### src/rtl/wishbone_master_arbiter.sv
// Two-master / one-slave Wishbone classic arbiter with round-robin ownership
// and a watchdog that force-terminates strobes a slave never acknowledges.
module wishbone_master_arbiter #(
  parameter int                        ADDR_WIDTH   = 32,
  parameter int                        DATA_WIDTH   = 32,
  parameter int                        SEL_WIDTH    = DATA_WIDTH / 8,
  parameter int                        TIMEOUT      = 255,
  parameter logic [DATA_WIDTH-1:0]     TIMEOUT_DATA = 32'hDEAD_BEEF
) (
  input  logic                  clk,
  input  logic                  rst_n,
  input  logic [ADDR_WIDTH-1:0] m0_wb_adr,
  input  logic [DATA_WIDTH-1:0] m0_wb_dat_w,
  output logic [DATA_WIDTH-1:0] m0_wb_dat_r,
  input  logic                  m0_wb_we,
  input  logic [SEL_WIDTH-1:0]  m0_wb_sel,
  input  logic                  m0_wb_cyc,
  input  logic                  m0_wb_stb,
  output logic                  m0_wb_ack,
  input  logic [ADDR_WIDTH-1:0] m1_wb_adr,
  input  logic [DATA_WIDTH-1:0] m1_wb_dat_w,
  output logic [DATA_WIDTH-1:0] m1_wb_dat_r,
  input  logic                  m1_wb_we,
  input  logic [SEL_WIDTH-1:0]  m1_wb_sel,
  input  logic                  m1_wb_cyc,
  input  logic                  m1_wb_stb,
  output logic                  m1_wb_ack,
  output logic [ADDR_WIDTH-1:0] s_wb_adr,
  output logic [DATA_WIDTH-1:0] s_wb_dat_w,
  output logic                  s_wb_we,
  output logic [SEL_WIDTH-1:0]  s_wb_sel,
  output logic                  s_wb_cyc,
  output logic                  s_wb_stb,
  input  logic [DATA_WIDTH-1:0] s_wb_dat_r,
  input  logic                  s_wb_ack,
  output logic [1:0]            grant,
  output logic                  timeout_flag,
  input  logic                  timeout_clr
);

  localparam int              CNT_W       = $clog2(TIMEOUT + 1);
  localparam logic [CNT_W-1:0] TIMEOUT_CNT = CNT_W'(TIMEOUT);

  typedef enum logic [1:0] {IDLE = 2'd0, OWN0 = 2'd1, OWN1 = 2'd2} owner_t;

  owner_t           owner_reg, owner_next;
  logic             last_owner_reg, last_owner_next;
  logic [CNT_W-1:0] wd_cnt_reg, wd_cnt_next;
  logic             timeout_flag_reg, timeout_flag_next;

  logic [ADDR_WIDTH-1:0] a_adr;
  logic [DATA_WIDTH-1:0] a_dat_w;
  logic                  a_we, a_cyc, a_stb;
  logic [SEL_WIDTH-1:0]  a_sel;
  logic                  wd_expired, timeout_hit;
  logic [1:0]            m_ack;
  logic [DATA_WIDTH-1:0] m_dat_r [2];

  always_ff @(posedge clk or negedge rst_n) begin
    if (!rst_n) begin
      owner_reg        <= IDLE;
      last_owner_reg   <= 1'b1;
      wd_cnt_reg       <= '0;
      timeout_flag_reg <= 1'b0;
    end else begin
      owner_reg        <= owner_next;
      last_owner_reg   <= last_owner_next;
      wd_cnt_reg       <= wd_cnt_next;
      timeout_flag_reg <= timeout_flag_next;
    end
  end

  // Owner's request lines; everything reads as zero while idle.
  always_comb begin
    a_adr   = '0;
    a_dat_w = '0;
    a_we    = 1'b0;
    a_sel   = '0;
    a_cyc   = 1'b0;
    a_stb   = 1'b0;
    case (owner_reg)
      OWN0: begin
        a_adr   = m0_wb_adr;
        a_dat_w = m0_wb_dat_w;
        a_we    = m0_wb_we;
        a_sel   = m0_wb_sel;
        a_cyc   = m0_wb_cyc;
        a_stb   = m0_wb_stb;
      end
      OWN1: begin
        a_adr   = m1_wb_adr;
        a_dat_w = m1_wb_dat_w;
        a_we    = m1_wb_we;
        a_sel   = m1_wb_sel;
        a_cyc   = m1_wb_cyc;
        a_stb   = m1_wb_stb;
      end
      default: ;
    endcase
  end

  // A real slave ack in the expiry cycle wins over the forced termination.
  assign wd_expired  = (wd_cnt_reg == TIMEOUT_CNT);
  assign timeout_hit = a_cyc & a_stb & wd_expired & ~s_wb_ack;

  assign s_wb_adr   = a_adr;
  assign s_wb_dat_w = a_dat_w;
  assign s_wb_we    = a_we;
  assign s_wb_sel   = a_sel;
  assign s_wb_cyc   = a_cyc;
  assign s_wb_stb   = a_stb & ~wd_expired;

  assign grant        = {owner_reg == OWN1, owner_reg == OWN0};
  assign timeout_flag = timeout_flag_reg;

  for (genvar gi = 0; gi < 2; gi++) begin : g_master_resp
    assign m_ack[gi]   = grant[gi] & (s_wb_ack | timeout_hit);
    assign m_dat_r[gi] = grant[gi] ? (timeout_hit ? TIMEOUT_DATA : s_wb_dat_r) : '0;
  end

  assign m0_wb_ack   = m_ack[0];
  assign m1_wb_ack   = m_ack[1];
  assign m0_wb_dat_r = m_dat_r[0];
  assign m1_wb_dat_r = m_dat_r[1];

  always_comb begin
    owner_next      = owner_reg;
    last_owner_next = last_owner_reg;
    case (owner_reg)
      IDLE: begin
        if (m0_wb_cyc && m1_wb_cyc) owner_next = last_owner_reg ? OWN0 : OWN1;
        else if (m0_wb_cyc)         owner_next = OWN0;
        else if (m1_wb_cyc)         owner_next = OWN1;
      end
      OWN0: begin
        if (!m0_wb_cyc) begin
          owner_next      = IDLE;
          last_owner_next = 1'b0;
        end
      end
      OWN1: begin
        if (!m1_wb_cyc) begin
          owner_next      = IDLE;
          last_owner_next = 1'b1;
        end
      end
      default: owner_next = IDLE;
    endcase
  end

  // Stb is already forced low in the expiry cycle, so the counter clears then too.
  always_comb begin
    wd_cnt_next = '0;
    if (owner_next == owner_reg && s_wb_cyc && s_wb_stb && !s_wb_ack)
      wd_cnt_next = wd_cnt_reg + CNT_W'(1);
  end

  always_comb begin
    timeout_flag_next = timeout_flag_reg;
    if (timeout_hit)      timeout_flag_next = 1'b1;
    else if (timeout_clr) timeout_flag_next = 1'b0;
  end

endmodule
### config.mk
export PLATFORM = sky130hd
export DESIGN_NAME = wishbone_master_arbiter
export DESIGN_NICKNAME = d
export VERILOG_FILES = /design/src/rtl/wishbone_master_arbiter.sv
export SDC_FILE = /design/constraint.sdc
export NUM_CORES = 1
export LEC_CHECK = 0
export ABC_CLOCK_PERIOD_IN_PS = 3100
export CORE_AREA = 5 5 121 123
export DETAILED_ROUTE_END_ITERATION = 10
export DIE_AREA = 0 0 126 128
export GPL_ROUTABILITY_DRIVEN = 0
export GPL_TIMING_DRIVEN = 0
export HOLD_SLACK_MARGIN = 0.06
export PLACE_DENSITY_LB_ADDON = 0.15
export REMOVE_ABC_BUFFERS = 1
export SETUP_SLACK_MARGIN = 0.5
export SLEW_MARGIN = 10
export SYNTH_ARGS = -nofsm -noshare
export SYNTH_HDL_FRONTEND = slang
export SYNTH_SLANG_ARGS = --single-unit
### constraint.sdc
create_clock -name clk -period 3.1 [get_ports clk]
set_input_delay 0.62 -clock clk [delete_from_list [all_inputs] [get_ports clk]]
set_output_delay 0.62 -clock clk [all_outputs]
set_load 0.1 [all_outputs]
==> impl_metrics.json <==
{
  "status": "complete, no violations",
  "dr.pass1.iters": 4,
  "yosysSeqAreaShare_pct": 12.61,
  "clock_latency_ps": 240,
  "place_worst_setup_slack_ps": -1303,
  "peakVddDrop_uv": 712.5,
  "maxCapViolations": 0,
  "crit_type": "flip-flop to output port",
  "fin_skew_ps": 0.8544,
  "antenna_cells": 0,
  "htree_levels": 1,
  "final_nets": 827,
  "antenna_found_initial": 0,
  "yosys_warnings": 0,
  "fin_area_um2": 6792,
  "utilization_pct": 50.09,
  "drc": 0,
  "cts_buffers": 3,
  "rr_endpoint": "wd_cnt_reg[7]$_DFF_PN0_",
  "path_cells": "buf_6 -> ha_4 -> a22o_4 -> and4b_4 -> and2_4 -> o21a_1 -> buf_12",
  "syn_area_per_cell_um2": 7.334,
  "grt_setup_unrepaired": "yes",
  "die_area_um2": 16130,
  "post-route-period-util_pct": 88.92,
  "fin_hold_ws_ps": 545.9,
  "power_leakage_nw": 2.659,
  "reg2reg_slack_ps": 1020,
  "first_global_vias": 4160,
  "cp-end-kind": "output port",
  "clkPwrFrac_pct": 2.6,
  "slew_viol_final": 0,
  "clk_path_buf_depth": 2,
  "start_kind": "flip-flop",
  "ys_types": 38,
  "internal_power_mw": 3.093,
  "ys_seq_elements": 12,
  "seqPwrFrac_pct": 2.3,
  "final_antenna_net_count": 0,
  "pin_count": 318,
  "drt_iter0_drc": 162,
  "syn_inst": 326,
  "num_rows": 43,
  "post-synth-top-area-fraction_pct": 22.29,
  "cp_data_required_time_ps": 2480,
  "port_buffers": 317,
  "area_delta_synth_final_pct": 184.0,
  "coreArea_um2": 13560,
  "layout-drive-gt1-share_pct": 33.49,
  "synth_edf_count": 0,
  "mostFrequentLayoutCell": "clkdlybuf4s50_1",
  "synth.top_cells.by_area": "a22oi_1 (22%), nor2b_1 (19%), o21a_1 (15%), dfrtp_1 (12%), and3_1 (4.7%)",
  "clkSlewWorstSetupHoldPaths_ps": 40,
  "power_density_nw_per_um2": 1331,
  "final-setup-viol-count": 0,
  "fp.dieH_um": 128,
  "synth_ff_type": "dfrtp_1",
  "vias": 3926,
  "p_sw_mw": 5.945,
  "maxSlewHeadroom_pct": 34.17,
  "grt_max_degree": 72,
  "floorplan.initialDensity_pct": 17.64,
  "crit_end": "m1_wb_dat_r[10]",
  "r2r_start": "owner_reg[0]$_DFF_PN0_",
  "min_period_ps": 2757,
  "grt-ovfl-total": 0,
  "reg2reg_depth": 7,
  "cp_max_fo": 6,
  "worst_slack_ps": 343.4,
  "die_x_um": 126,
  "tightest_slew_ps": 984.3,
  "cts-hold-fix-buffers": 0,
  "cp-startpoint": "owner_reg[1]$_DFF_PN0_",
  "grt_pass1_wl_mm": 27.01,
  "max_stage_delay_ps": 430,
  "nFillCells": 1314,
  "grt_util_all_layers_pct": 21.53,
  "wirelength_mm": 18.86,
  "synth_area_um2": 2391,
  "mostFrequentLayoutCells": "clkdlybuf4s50_1 (173), a22oi_1 (70), nor2b_1 (69)",
  "dp_hpwl_mm": 12.48,
  "fmax_mhz": 362.8,
  "via_per_inst": 4.776,
  "worst_path_max_delay_cell": "dfrtp_2",
  "cts_tree": "yes",
  "detail_route.wl_per_cell_um": 22.95,
  "swShare_pct": 65.78,
  "synthArstFlopShare_pct": 100.0,
  "power_frac_comb_pct": 95.1,
  "cts_sinks": 12,
  "dpl-instance-area_um2": 5683,
  "hp-class": "flip-flop to flip-flop",
  "synth_top_area_cell": "a22oi_1",
  "critPathArrivalTime_ps": 2140,
  "hold_viol": 0,
  "largest_reg_flops": 8,
  "cts-root-buf": "clkbuf_16"
}
-- cells by family after synthesis --
group | share of synthesized area, %
compound gates | 41.24
mux | 0.4709
xor+xnor | 2.198
buf+inv | 8.320
simple gates | 32.03
flops | 12.61
fa+ha+maj | 3.140
-- power groups by stage --
stage	Clock, mW	Combinational (mW)	Sequential (mW)
4_1_cts	0.236	8.26	0.204
6_report	0.236	8.60	0.206
2_1_floorplan	0	5.45	0.201
5_1_grt	0.252	8.85	0.209
3_3_place_gp	0	7.26	0.206
3_5_place_dp	0	7.29	0.215
-- synth_stat cells, types with 2 or more instances --
cell type and instances:
clkbuf_1 28, and3_1 18, a22o_1 3, xnor2_1 2, buf_6 3, and4_1 2, a21oi_1 2, buf_2 5
nor4b_1 3, inv_1 4, nor2_1 3, ha_1 6, nand3_1 5, dfrtp_1 11, nor3_1 5, xor2_1 4
buf_1 2, o21ai_0 4, nand2_1 9, nand4_1 2, a22oi_1 71, o21a_1 48, nor2b_1 71
-- worst max-delay path, delay by kind of cell, from the launching register on --
kind / cells / cell delay, ps
compound gates: 2 / 500
flops: 1 / 430
fa+ha+maj: 1 / 190
buf+inv: 2 / 310
simple gates: 2 / 450
-- area by class of cell --
cell class / count / area (um2) / share of cell area, %
Tap cell: 180 / 225.2 / 3.316
Inverter: 4 / 20.02 / 0.2948
Clock buffer: 4 / 78.83 / 1.161
Multi-Input combinational cell: 278 / 2142 / 31.54
Timing Repair Buffer: 344 / 4021 / 59.21
Sequential cell: 12 / 304.0 / 4.477
-- how the worst min path moves through the flow --
stage | startpoint | end | slack (ps) | depth (start not counted)
after floorplan | rst_n | owner_reg[0]$_DFF_PN0_ | 320 | 0
after global placement | timeout_flag$_DFFE_PN0P_ | timeout_flag$_DFFE_PN0P_ | 530 | 2
after detailed placement | wd_cnt_reg[0]$_DFF_PN0_ | wd_cnt_reg[0]$_DFF_PN0_ | 530 | 1
after CTS | wd_cnt_reg[0]$_DFF_PN0_ | wd_cnt_reg[0]$_DFF_PN0_ | 530 | 1
after global routing | timeout_flag$_DFFE_PN0P_ | timeout_flag$_DFFE_PN0P_ | 570 | 2
final | timeout_flag$_DFFE_PN0P_ | timeout_flag$_DFFE_PN0P_ | 550 | 2
-- layer usage --
layer	share of wire, %	vias up	track usage [%]
met4	1.1	0	3.722
met5	0	-	0
met3	5.6	12	4.417
met1	40	1895	25.98
met2	53	168	39.87
li1	-	1851	-
-- repair_timing --
item	CTS	global route
gates cloned	10	0
setup endpoints to repair	142	130
pin swaps	11	13
buffers inserted	18	5
resized for setup	926	179
-- stage by stage --
stage,TNS [ps],total power [mW],cells
floorplan,-316330,5.651,286
global placement,-437510,7.461,783
detailed placement,-115050,7.506,785
CTS,0,8.697,817
global route,0,9.308,822
finish,0,9.037,822
Note: power is estimated with default switching activity, not from simulation.
==> RTL edit 1, RTL diff (config.mk and constraints unchanged) <==
The parameter `TIMEOUT` goes from 255 to 510.
--- a/src/rtl/wishbone_master_arbiter.sv
+++ b/src/rtl/wishbone_master_arbiter.sv
@@ -4,7 +4,7 @@
   parameter int                        ADDR_WIDTH   = 32,
   parameter int                        DATA_WIDTH   = 32,
   parameter int                        SEL_WIDTH    = DATA_WIDTH / 8,
-  parameter int                        TIMEOUT      = 255,
+  parameter int                        TIMEOUT      = 510,
   parameter logic [DATA_WIDTH-1:0]     TIMEOUT_DATA = 32'hDEAD_BEEF
 ) (
   input  logic                  clk,
Function: same outputs for any inputs over 10 cycles, from zero or initial values and one cycle with rst_n low; that may be too few to reach the edited logic, so the function may still have changed.
==> RTL edit 1 against the unedited design <==
  * Count of clock-buffer cells in the layout fell by 1
  * Register-to-register slack got worse by 0.17 ns
  * Non-clock buffer count rose by 16
  * Synthesized cell count rose by 1.8%
  * Cell area rose by 3.1%
  * Power fell by 11%
  * Routed wire length rose by 0.30%
  * Sequential power rose by 4%
  * Setup slack got worse by 0.11 ns
  * Sequential cell count rose by 1
  * Synthesized area rose by 2.1%
  * Critical endpoint is now m0_wb_dat_r[25]
  * Highest routed layer unchanged
==> RTL edit 1: results <==
status:
  outcome: "finished clean"
floorplan:
  dieArea_mm2: 0.0161
final_layout:
  drive_above_1_share_pct: 35.1
  antenna_cells: 0
  nets: 849
  fin_area_mm2: 0.00700
  final_cells: 843
  largest_reg_flops: 9
placed_design:
  dpl.hpwl_um: 12800
  placedCellCount: 791
  io_buffer_count: 317
  placed_cell_area_mm2: 0.00573
  dpl_worst_slack_ns: -1.54
grt:
  grt_pass1_vias: 4309
  grt.total_usage_pct: 21.4
  grt_overflow: 0
  grt_max_degree: 47
  grt_pass1_wl_um: 26900
  antenna_found_initial: 0
logic_synthesis:
  synthTopCellsByArea: "a22oi_1 (22%), nor2b_1 (18%), o21a_1 (15%), dfrtp_1 (12%), and3_1 (4.1%)"
  ys.flop_type: "dfrtp_1"
  yosysWarnings: 0
  synth_seq_area_share_pct: 13.4
  synthCells: 332
  async_flop_share_pct: 100
  synth_commonest_cells: "nor2b_1 (72), a22oi_1 (70), o21a_1 (48), clkbuf_1 (25), and3_1 (16)"
  ys_types: 35
critical_path:
  critPathMaxStageDelay_ns: 0.43
  cp_max_fo: 6
  crit_slowest_cell: "dfrtp_2"
clock_tree:
  insertion_delay_ns: 0.24
  h-tree-depth: 1
  cts-root-buf: "clkbuf_16"
  clkTransAtPathRegs_ns: 0.05
  clockBufferDepth: 2
  cts_buffers: 3
power:
  ir_drop_v: 0.000595
  leakagePower_uw: 0.00277
routing:
  wl_per_cell_um: 22.4
  via_per_inst: 4.77
  dr.pass1.iters: 4
  dr.first_iter.drc_count: 171
timing:
  skew_ns: 0.00381
  timing.slew.headroom_pct: 33.1
min_path:
  hold_class: "flop to flop"
==> RTL edit 1: power by group <==
part           switching (uW)  leakage, uW  internal [uW]  total, uW
sequential               22.1     0.000173            193        215
clock                    73.8    0.0000409            172        246
combinational            5130      0.00255           2490       7620
total                    5230      0.00277           2860       8090
==> RTL edit 1: cells by family (layout without fill, tap and decap cells) <==
group                      Yosys count  count (layout)  share of synthesized area (%)
AOI/OAI and AO/OA                  127             127                           39.1
and+or+nand+nor                    132             139                           32.7
buffers and inverters               45             369                           8.25
adders and majority gates            7               7                           3.59
DFF                                 13              13                           13.4
xor gates and xnor gates             7               7                           2.51
muxes                                1               1                          0.461
==> RTL edit 1: area by class of cell <==
class,instances,area (um^2)
fill,1223,6560
timing repair buffer,360,4170
multi-input combinational,281,2170
sequential,13,329
tap,180,225
clock buffer,3,75.1
inverter,5,26.3
clock inverter,1,5.00
==> RTL edit 1: metal layers <==
layer / wire length, um / global-route usage [%]
met5: 0 / 0
met4: 320 / 4.23
met3: 1630 / 7.25
met2: 10200 / 41.4
met1: 6750 / 22.4
==> RTL edit 1: path summary, 6_finish.rpt <==
kind	from	endpoint	slack, ns	depth (start not counted)
max	owner_reg[1]$_DFF_PN0_	m0_wb_dat_r[25]	0.24	9
min	wd_cnt_reg[0]$_DFF_PN0_	wd_cnt_reg[0]$_DFF_PN0_	0.53	1
max reg2reg	owner_reg[1]$_DFF_PN0_	wd_cnt_reg[6]$_DFF_PN0_	0.85	9
min reg2reg	wd_cnt_reg[0]$_DFF_PN0_	wd_cnt_reg[0]$_DFF_PN0_	0.53	1
max in group asynchronous	rst_n	owner_reg[0]$_DFF_PN0_	1.93	1
min in group asynchronous	rst_n	wd_cnt_reg[3]$_DFF_PN0_	0.75	1
==> RTL edit 1: timing repair <==
action	CTS	global route
setup endpoints to repair	149	129
gates cloned	10	0
hold buffers	0	0
setup buffers	27	11
resized for setup	900	233
pin swaps	25	8
==> RTL edit 1: metrics by stage <==
stage	utilization, %	TNS [ns]
floorplan	-	-331.52
global placement	41.7	-463.98
detailed placement	42.2	-129.18
CTS	50.8	0
global route	51.6	0
finish	51.6	0
==> RTL edit 1: critical path, delay by kind of cell (launching register included) <==
family | cells | cell delay, ns
buffers and inverters | 4 | 0.58
AND/OR/NAND/NOR | 2 | 0.58
flip-flops | 1 | 0.43
AO/OA/AOI/OAI | 2 | 0.25
adder cells (fa/ha/maj) | 1 | 0.15
==> RTL edit 2, RTL diff (config.mk and constraints unchanged) <==
Made on the original files. Register the output `timeout_flag` once more, with the module's reset; this adds one clock of latency there. The other outputs are not delayed to match.
--- a/src/rtl/wishbone_master_arbiter.sv
+++ b/src/rtl/wishbone_master_arbiter.sv
@@ -111,7 +111,13 @@
   assign s_wb_stb   = a_stb & ~wd_expired;
 
   assign grant        = {owner_reg == OWN1, owner_reg == OWN0};
-  assign timeout_flag = timeout_flag_reg;
+  always_ff @(posedge clk or negedge rst_n) begin
+    if (!rst_n) begin
+      timeout_flag <= '0;
+    end else begin
+      timeout_flag <= timeout_flag_reg;
+    end
+  end
 
   for (genvar gi = 0; gi < 2; gi++) begin : g_master_resp
     assign m_ack[gi]   = grant[gi] & (s_wb_ack | timeout_hit);
Behaviour: same outputs for any inputs over 10 cycles, from zero or initial values and one cycle with rst_n low; that may be too few to reach the edited logic, so the function may still have changed.
==> RTL edit 2 against the unedited design <==
  * Clock power grew 2%
  * Power shrank 14%
  * Synthesized area shrank 8.6%
  * Routed wire length grew 6.1%
  * Cell area shrank 1.2%
  * Sequential share of layout area grew 0.43 points
  * Setup slack lost 0.15 ns
  * Hold slack lost 0.16 ns
  * Critical path type unchanged
  * Sequential cell count grew 1
==> RTL edit 2: results <==
power:
  p_sw_share_pct: 69.1
  p_comb_share_pct: 94.1
  clkPwrFrac_pct: 3.1
critical_path:
  crit_slowest_cell: "or4b_4"
  r2r_end: "wd_cnt_reg[5]$_DFF_PN0_"
  worst-r2r-setup-slack_ns: 0.83
  arrival_ns: 2.28
  startpoint: "owner_reg[0]$_DFF_PN0_"
min_path:
  hp-start: "timeout_flag_reg$_DFFE_PN0P_"
  whs_path_depth: 0
grt:
  grt_use_met3_pct: 9.38
  gr-usage-met1_pct: 24.7
  grtUsageMet2_pct: 40.5
  grt.total_usage_pct: 22.1
  grt_pass1_vias: 4307
status:
  outcome: "finished clean"
placed_design:
  dpl.hpwl_um: 13300
  placed_cell_area_mm2: 0.00551
  placedCellCount: 831
  dpl_worst_slack_ns: -1.97
clock_tree:
  postCtsSetupBuffers: 24
final_layout:
  nets: 875
  multi_input_area_share_pct: 29.8
  seq_area_share_pct: 4.91
  n_all_buffers: 349
  seq_cells: 13
  fin_area_mm2: 0.00671
routing:
  route.vias.total: 4170
  dr.first_iter.drc_count: 258
  met1_length_um: 7490
  via_per_inst: 4.79
logic_synthesis:
  synth_seq_area_share_pct: 14.9
  ys_types: 32
RTL edit 2: changes by cell type after synthesis, moves of 6 or more:
cell      change
nand2_1      +92
nor2_1       +73
nor2b_1      -68
o21a_1       -48
nor4_1        +7
clkbuf_1      +6
RTL edit 2: worst max path at each step:
stage | endpoint | slack [ns] | cells after the start
finish | m1_wb_dat_r[22] | 0.20 | 7
global route | m0_wb_dat_r[18] | 0.12 | 10
CTS | m1_wb_dat_r[22] | 0.17 | 7
detailed placement | m1_wb_dat_r[30] | -1.97 | 7
global placement | m1_wb_dat_r[30] | -4.75 | 7
floorplan | m0_wb_dat_r[30] | -3.25 | 6
RTL edit 2: kinds of logic after synthesis:
logic type / Yosys count / share of synthesized area, %
adder cells (fa/ha/maj): 6 / 3.43
buffers and inverters: 43 / 7.96
multiplexers: 1 / 0.515
AO/OA/AOI/OAI: 83 / 28.0
AND/OR/NAND/NOR: 217 / 42.7
XOR/XNOR: 6 / 2.40
flip-flops: 13 / 14.9
